[config.mk]
export PLATFORM = sky130hd
export DESIGN_NAME = univ_shift_reg
export DESIGN_NICKNAME = d
export VERILOG_FILES = /design/src/rtl/univ_shift_reg.sv
export SDC_FILE = /design/constraint.sdc
export NUM_CORES = 1
export LEC_CHECK = 0
export BUFFER_PORTS_ARGS = -buffer_cell sky130_fd_sc_hd__buf_2
export CAP_MARGIN = 20
export CORE_UTILIZATION = 44
export CTS_CLUSTER_SIZE = 28
export DETAILED_ROUTE_END_ITERATION = 12
export GPL_TIMING_DRIVEN = 1
export PLACE_DENSITY = 0.74
export SKIP_CTS_REPAIR_TIMING = 1
export SYNTH_ARGS = -nofsm -noshare
export SYNTH_HDL_FRONTEND = slang
export SYNTH_SLANG_ARGS = --single-unit
[constraint.sdc]
create_clock -name clk -period 2.4 [get_ports clk]
set_clock_uncertainty 0.15 [all_clocks]
set_input_delay 0.72 -clock clk [delete_from_list [all_inputs] [get_ports clk]]
set_output_delay 0.72 -clock clk [all_outputs]
set_load 0.02 [all_outputs]
[src/rtl/univ_shift_reg.sv]
// Purpose : WIDTH-bit universal shift register with hold, load, shift, rotate, clear, invert and a word counter.
// Latency : every operation is visible on q/q0/sout/cnt/word_done/par one cycle after the sampling edge.
// Backpressure: none; en=0 freezes all state and suppresses word_done.
//
// Ports:
//   clk        rising-edge clock
//   reset      synchronous active-high reset (beats en/mode)
//   en         operation enable; 0 holds everything
//   mode       3-bit operation select (see MODE_* below)
//   d          parallel load data
//   sin        serial input for shl/shr
//   q / q0     register contents and its registered complement
//   sout       last bit shifted or rotated out
//   cnt        consecutive shift/rotate ops in the current word
//   word_done  one-cycle pulse when the WIDTH-th consecutive shift/rotate completes
//   par        even parity of q
//
// Optional feature: define UNIV_SHIFT_REG_PARITY_EN to register par = ^q.
// Without it par is tied to 0 and no parity logic is built.

module univ_shift_reg #(
  parameter int WIDTH = 8,
  parameter int CW    = $clog2(WIDTH)
) (
  input  logic             clk,
  input  logic             reset,
  input  logic             en,
  input  logic [2:0]       mode,
  input  logic [WIDTH-1:0] d,
  input  logic             sin,
  output logic [WIDTH-1:0] q,
  output logic [WIDTH-1:0] q0,
  output logic             sout,
  output logic [CW-1:0]    cnt,
  output logic             word_done,
  output logic             par
);

  localparam logic [2:0] MODE_HOLD  = 3'b000;
  localparam logic [2:0] MODE_LOAD  = 3'b001;
  localparam logic [2:0] MODE_SHL   = 3'b010;
  localparam logic [2:0] MODE_SHR   = 3'b011;
  localparam logic [2:0] MODE_ROL   = 3'b100;
  localparam logic [2:0] MODE_ROR   = 3'b101;
  localparam logic [2:0] MODE_CLEAR = 3'b110;
  localparam logic [2:0] MODE_INV   = 3'b111;

  localparam logic [CW-1:0] CNT_LAST = CW'(WIDTH - 1);

  logic [WIDTH-1:0] q_q, q_d;
  logic [WIDTH-1:0] q0_q;
  logic             sout_q, sout_d;
  logic [CW-1:0]    cnt_q, cnt_d;
  logic             done_q, done_d;
  logic             shift_op;

  // Next-state logic for data, serial out and the word counter.
  always_comb begin
    q_d      = q_q;
    sout_d   = sout_q;
    cnt_d    = cnt_q;
    done_d   = 1'b0;
    shift_op = 1'b0;
    if (en) begin
      case (mode)
        MODE_HOLD: ;
        MODE_LOAD: begin
          q_d   = d;
          cnt_d = '0;
        end
        MODE_SHL: begin
          q_d      = {q_q[WIDTH-2:0], sin};
          sout_d   = q_q[WIDTH-1];
          shift_op = 1'b1;
        end
        MODE_SHR: begin
          q_d      = {sin, q_q[WIDTH-1:1]};
          sout_d   = q_q[0];
          shift_op = 1'b1;
        end
        MODE_ROL: begin
          q_d      = {q_q[WIDTH-2:0], q_q[WIDTH-1]};
          sout_d   = q_q[WIDTH-1];
          shift_op = 1'b1;
        end
        MODE_ROR: begin
          q_d      = {q_q[0], q_q[WIDTH-1:1]};
          sout_d   = q_q[0];
          shift_op = 1'b1;
        end
        MODE_CLEAR: begin
          q_d   = '0;
          cnt_d = '0;
        end
        MODE_INV: q_d = ~q_q;
        default: ;
      endcase
    end
    // Any mix of shift and rotate directions counts toward the same word.
    if (shift_op) begin
      if (cnt_q == CNT_LAST) begin
        cnt_d  = '0;
        done_d = 1'b1;
      end else begin
        cnt_d = cnt_q + CW'(1);
      end
    end
  end

  always_ff @(posedge clk) begin
    if (reset) begin
      q_q    <= '0;
      q0_q   <= '1;
      sout_q <= 1'b0;
      cnt_q  <= '0;
      done_q <= 1'b0;
    end else begin
      q_q    <= q_d;
      // Complement is registered from the same next-state so it can never diverge from q.
      q0_q   <= ~q_d;
      sout_q <= sout_d;
      cnt_q  <= cnt_d;
      done_q <= done_d;
    end
  end

`ifdef UNIV_SHIFT_REG_PARITY_EN
  logic par_q;

  always_ff @(posedge clk) begin
    if (reset) begin
      par_q <= 1'b0;
    end else begin
      par_q <= ^q_d;
    end
  end

  assign par = par_q;
`else
  assign par = 1'b0;
`endif

  assign q         = q_q;
  assign q0        = q0_q;
  assign sout      = sout_q;
  assign cnt       = cnt_q;
  assign word_done = done_q;

endmodule

# --- Word-level counts from Yosys, hierarchy flattened ---
# Cells that the tools add are included.
# W data, S select, Z words.
word_totals:
  regBits: 21
  word_cells: 37
  out_inout_bits: 22
op_classes:
  reduce_logical: 10
  addsub: 1
  n_mux: 10
  n_bitwise: 3
  eq_ne: 8
op_table:
  columns: ["cell", "count"]
  rows:
  - ["$pmux W8 S7", 1]
  - ["$not A8 Y8", 2]
  - ["$eq A3 B3 Y1 const B", 5]
  - ["$mux W3", 4]
  - ["$mux W8", 1]
  - ["$reduce_or A2 Y1", 4]
  - ["$eq A3 B2 Y1 const B", 2]
  - ["$reduce_bool A2 Y1", 3]
  - ["$reduce_and A2 Y1", 2]
  - ["$reduce_or A4 Y1", 1]
  - ["$add A3 B1 Y3 const B", 1]
  - ["$eq A3 B1 Y1 const B", 1]
  - ["$mux W1", 3]
  - ["$pmux W1 S2", 1]
  - ["$not A1 Y1", 1]

# --- Longest topological paths before layout ---
depth:
  word_depth: 6
  ltp_mapped: 7

# --- Least setup slack after synthesis ---
# No wires, ideal clock.
synth_timing:
  kind: "input to register"
  start: "input port mode[1]"
  end: "register q0_q[1], in the netlist q0[1]"
  required_time_ns: 2.123
  setup_ns: 0.127
  arrival_time_ns: 2.202
  cell_stages: 6
  setup_slack_ns: -0.079
  cell_sequence: "clkbuf_1 > inv_1 > ha_1 > o41ai_4 > a221oi_1 > or3_1"
synth_via:
  elab_chain_len: 4
synth_lines:
  columns: ["item", "line", "rtl"]
  rows:
  - ["start, declared", "28", "input logic [2:0] mode,"]
  - ["$eq A3 B3 Y1 (tied with other cells)", "65", "case (mode)"]
  - ["$pmux W8 S7 *", "65", null]
  - ["$mux W8 *", "64", "if (en) begin"]
  - ["$not A8 Y8 *", "120", "q0_q <= ~q_d;"]
  - ["end signal, assigned", "120", null]
  - ["end, declared", "51", "logic [WIDTH-1:0] q0_q;"]
# Mark *: on every way between the ends. The rest lies on a longest branch, timed or not.
# A chain may end at the register's enable or synchronous reset.

# --- Worst setup path in the final report ---
layout_timing:
  start: "input port mode[2]"
  end: "register q0_q[3], in the netlist q0[3]"
# The elaborated chain is that of the path after synthesis.

==> flow_summary.json <==
{
  "detailedPlace.worstSlack_ns": -0.0285,
  "grt_remaining_overflow": 0,
  "path_cells": "buf_2, inv_1, ha_1, o41ai_4, buf_4, a221oi_1, or3_1",
  "power-per-cell-area_mw_per_mm2": 568,
  "finalHoldViolCount": 0,
  "drtAntennaViolNets": 0,
  "design.die.area_sq_mm": 0.00263,
  "leakagePower_nw": 0.648,
  "final_count_of_pins_violating_max_slew": 0,
  "number_of_detailed_routing_iterations_run_before_antenna_repair": 4,
  "ys_seq_elements": 21,
  "worst-r2r-setup-slack_ns": 0.81,
  "die_y_um": 51.3,
  "rsz0062_at_grt": "false",
  "ys_types": 30,
  "antenna_violations_before_repair": 0,
  "syn-instance-count": 110,
  "layout_common_cells": "sky130_fd_sc_hd__buf_2 (35), sky130_fd_sc_hd__dfxtp_1 (21), sky130_fd_sc_hd__nor2_1 (13)",
  "clock-sinks": 21,
  "synthesis.area_per_instance_sq_um": 9.71,
  "row_count": 17,
  "die_x_um": 51.3,
  "maximum_fanout_count_along_the_critical_path": 8,
  "setup-tns-final_ns": 0,
  "tritoncts": "built",
  "critical_path_class": "primary input to register",
  "core_outline_area_sq_mm": 0.00225,
  "timing.reg2reg.worst_path_depth": 4,
  "grt_start_max_net_pins": 22,
  "crit_path_top_delay_cell": "sky130_fd_sc_hd__or3_1",
  "drv.max_cap_violation_count": 0,
  "yosysSeqAreaShare_pct": 39.3,
  "detail_route.iter0.violations": 27,
  "mappedNetlistArea_sq_mm": 0.00107,
  "start_util_pct": 47.4,
  "total_clock_buffers_created_by_cts": 3,
  "cp_slowest_stage_delay_ns": 0.35,
  "finalSetupViolations": 0,
  "dp_hpwl_um": 1880,
  "number_of_h_tree_levels": 1,
  "drt_drc_violations_left": 0,
  "cts.root.buffer_cell": "sky130_fd_sc_hd__clkbuf_4",
  "route.detailed.vias_per_inst": 5.69,
  "required_ns": 2.44,
  "boundaryPins": 37,
  "power.ir.vdd_worst_uv": 331,
  "final_common_cell": "sky130_fd_sc_hd__buf_2",
  "totalWireLength_um": 2410,
  "synth_fp_nets": 130,
  "timing.fmax_ghz": 0.476,
  "gp_routability_congestion": 0.869,
  "detailroute.via_count": 1036,
  "port-buffer-count": 35,
  "clk-insertion-delay-late_ns": 0.30,
  "finalCritPeriodShare_pct": 87.5,
  "synth_to_final_area_change_pct": 28.5,
  "nNetsFinal": 175,
  "hp-class": "register to register",
  "ys.flop_type": "sky130_fd_sc_hd__dfxtp_1",
  "setup.worst_path.start_class": "primary input",
  "critPathCaptureType": "register",
  "synth_enable_flop_cells": 0,
  "min_period_ns": 2.10,
  "final.setup.worst_slack_ns": 0.301,
  "synth_async_sr_flop_share_pct": 0,
  "globalRouteTotalUtil_pct": 21.0,
  "netlist.area_leader.share_pct": 39.3,
  "average_wire_per_cell_in_the_routed_design_um": 13.3,
  "ctsLongestPathBuffers": 2,
  "drive_gt1_share_pct": 35.1,
  "timing.hold.worst_path_depth": 2,
  "number_of_antenna_cells_inserted": 0,
  "synth_largest_area_cell": "sky130_fd_sc_hd__dfxtp_1",
  "outcome": "finished, final reports clean",
  "clk_pin_slew_ns": 0.11,
  "synth_warnings": 0,
  "grt_pass1_vias": 983,
  "yosys-top-cells-area": "sky130_fd_sc_hd__dfxtp_1 (39%), sky130_fd_sc_hd__and3b_1 (6.6%), sky130_fd_sc_hd__ha_1 (5.9%)",
  "cp.arrival_ns": 2.14,
  "grt_first_pass_wirelength_um": 4100,
  "post_layout_total_power_uw": 779
}
-- critical path: cells and delay by family --
| family | cells | cell delay, ns |
|---|---|---|
| and+or+nand+nor | 1 | 0.35 |
| buffers and inverters | 3 | 0.45 |
| adders and majority gates | 1 | 0.23 |
| AOI/OAI and AO/OA | 2 | 0.40 |
-- kinds of logic after synthesis --
group                    after synthesis  synth area share (%)
AO/OA/AOI/OAI                         25                  21.7
buffers and inverters                 10                  3.98
AND/OR/NAND/NOR                       46                  25.2
multiplexers                           1                  2.11
other                                  1                 0.351
adder cells (fa/ha/maj)                5                  5.85
flip-flops                            21                  39.3
XOR/XNOR                               1                  1.52
-- where the power goes --
group	internal (mW)	switching, mW
clock	0.0648	0.105
combinational	0.0957	0.119
sequential	0.375	0.0200
-- routing by layer --
metal | track usage (%) | vias to the layer above | part of all wire (%)
li1 | - | 513 | -
met1 | 24.8 | 481 | 45
met2 | 34.4 | 35 | 48
met3 | 3.87 | 7 | 4.6
met4 | 13.5 | 0 | 2.3
met5 | 0 | - | 0
-- per-stage QoR --
step                cells  hold slack (ns)  cell area [sq um]  util, %
global route          182            0.422               1370     60.9
floorplan             110            0.420               1070        -
finish                182            0.364               1370     60.9
CTS                   182            0.365               1370     60.9
global placement      178            0.336               1350     59.7
detailed placement    178            0.349               1350     59.7
-- synth_stat cells (2+ instances only) --
| cell type | number |
|---|---|
| sky130_fd_sc_hd__and3b_1 | 8 |
| sky130_fd_sc_hd__nand2_1 | 3 |
| sky130_fd_sc_hd__a221o_1 | 6 |
| sky130_fd_sc_hd__clkbuf_1 | 4 |
| sky130_fd_sc_hd__ha_1 | 5 |
| sky130_fd_sc_hd__a21oi_1 | 2 |
| sky130_fd_sc_hd__nor3_1 | 8 |
| sky130_fd_sc_hd__nor2_1 | 13 |
| sky130_fd_sc_hd__o221ai_1 | 2 |
| sky130_fd_sc_hd__inv_1 | 4 |
| sky130_fd_sc_hd__or3_1 | 8 |
| sky130_fd_sc_hd__a211oi_1 | 2 |
| sky130_fd_sc_hd__a22oi_1 | 2 |
| sky130_fd_sc_hd__a221oi_1 | 7 |
| sky130_fd_sc_hd__dfxtp_1 | 21 |
-- path summary, 6_finish.rpt --
kind                            startpoint    end
worst min-delay path                  sout   sout
worst min register to register        sout   sout
worst max register to register    register  q0[6]
worst max-delay path               mode[2]  q0[3]
-- area by class of cell --
type | count | area (sq um)
Sequential cell | 21 | 420
Timing Repair Buffer | 46 | 270
Multi-Input combinational cell | 79 | 606
Clock buffer | 4 | 26.3
Inverter | 4 | 15.0
Fill cell | 203 | 882
Tap cell | 28 | 35.0
No activity file was read; power rests on OpenSTA's default activity.
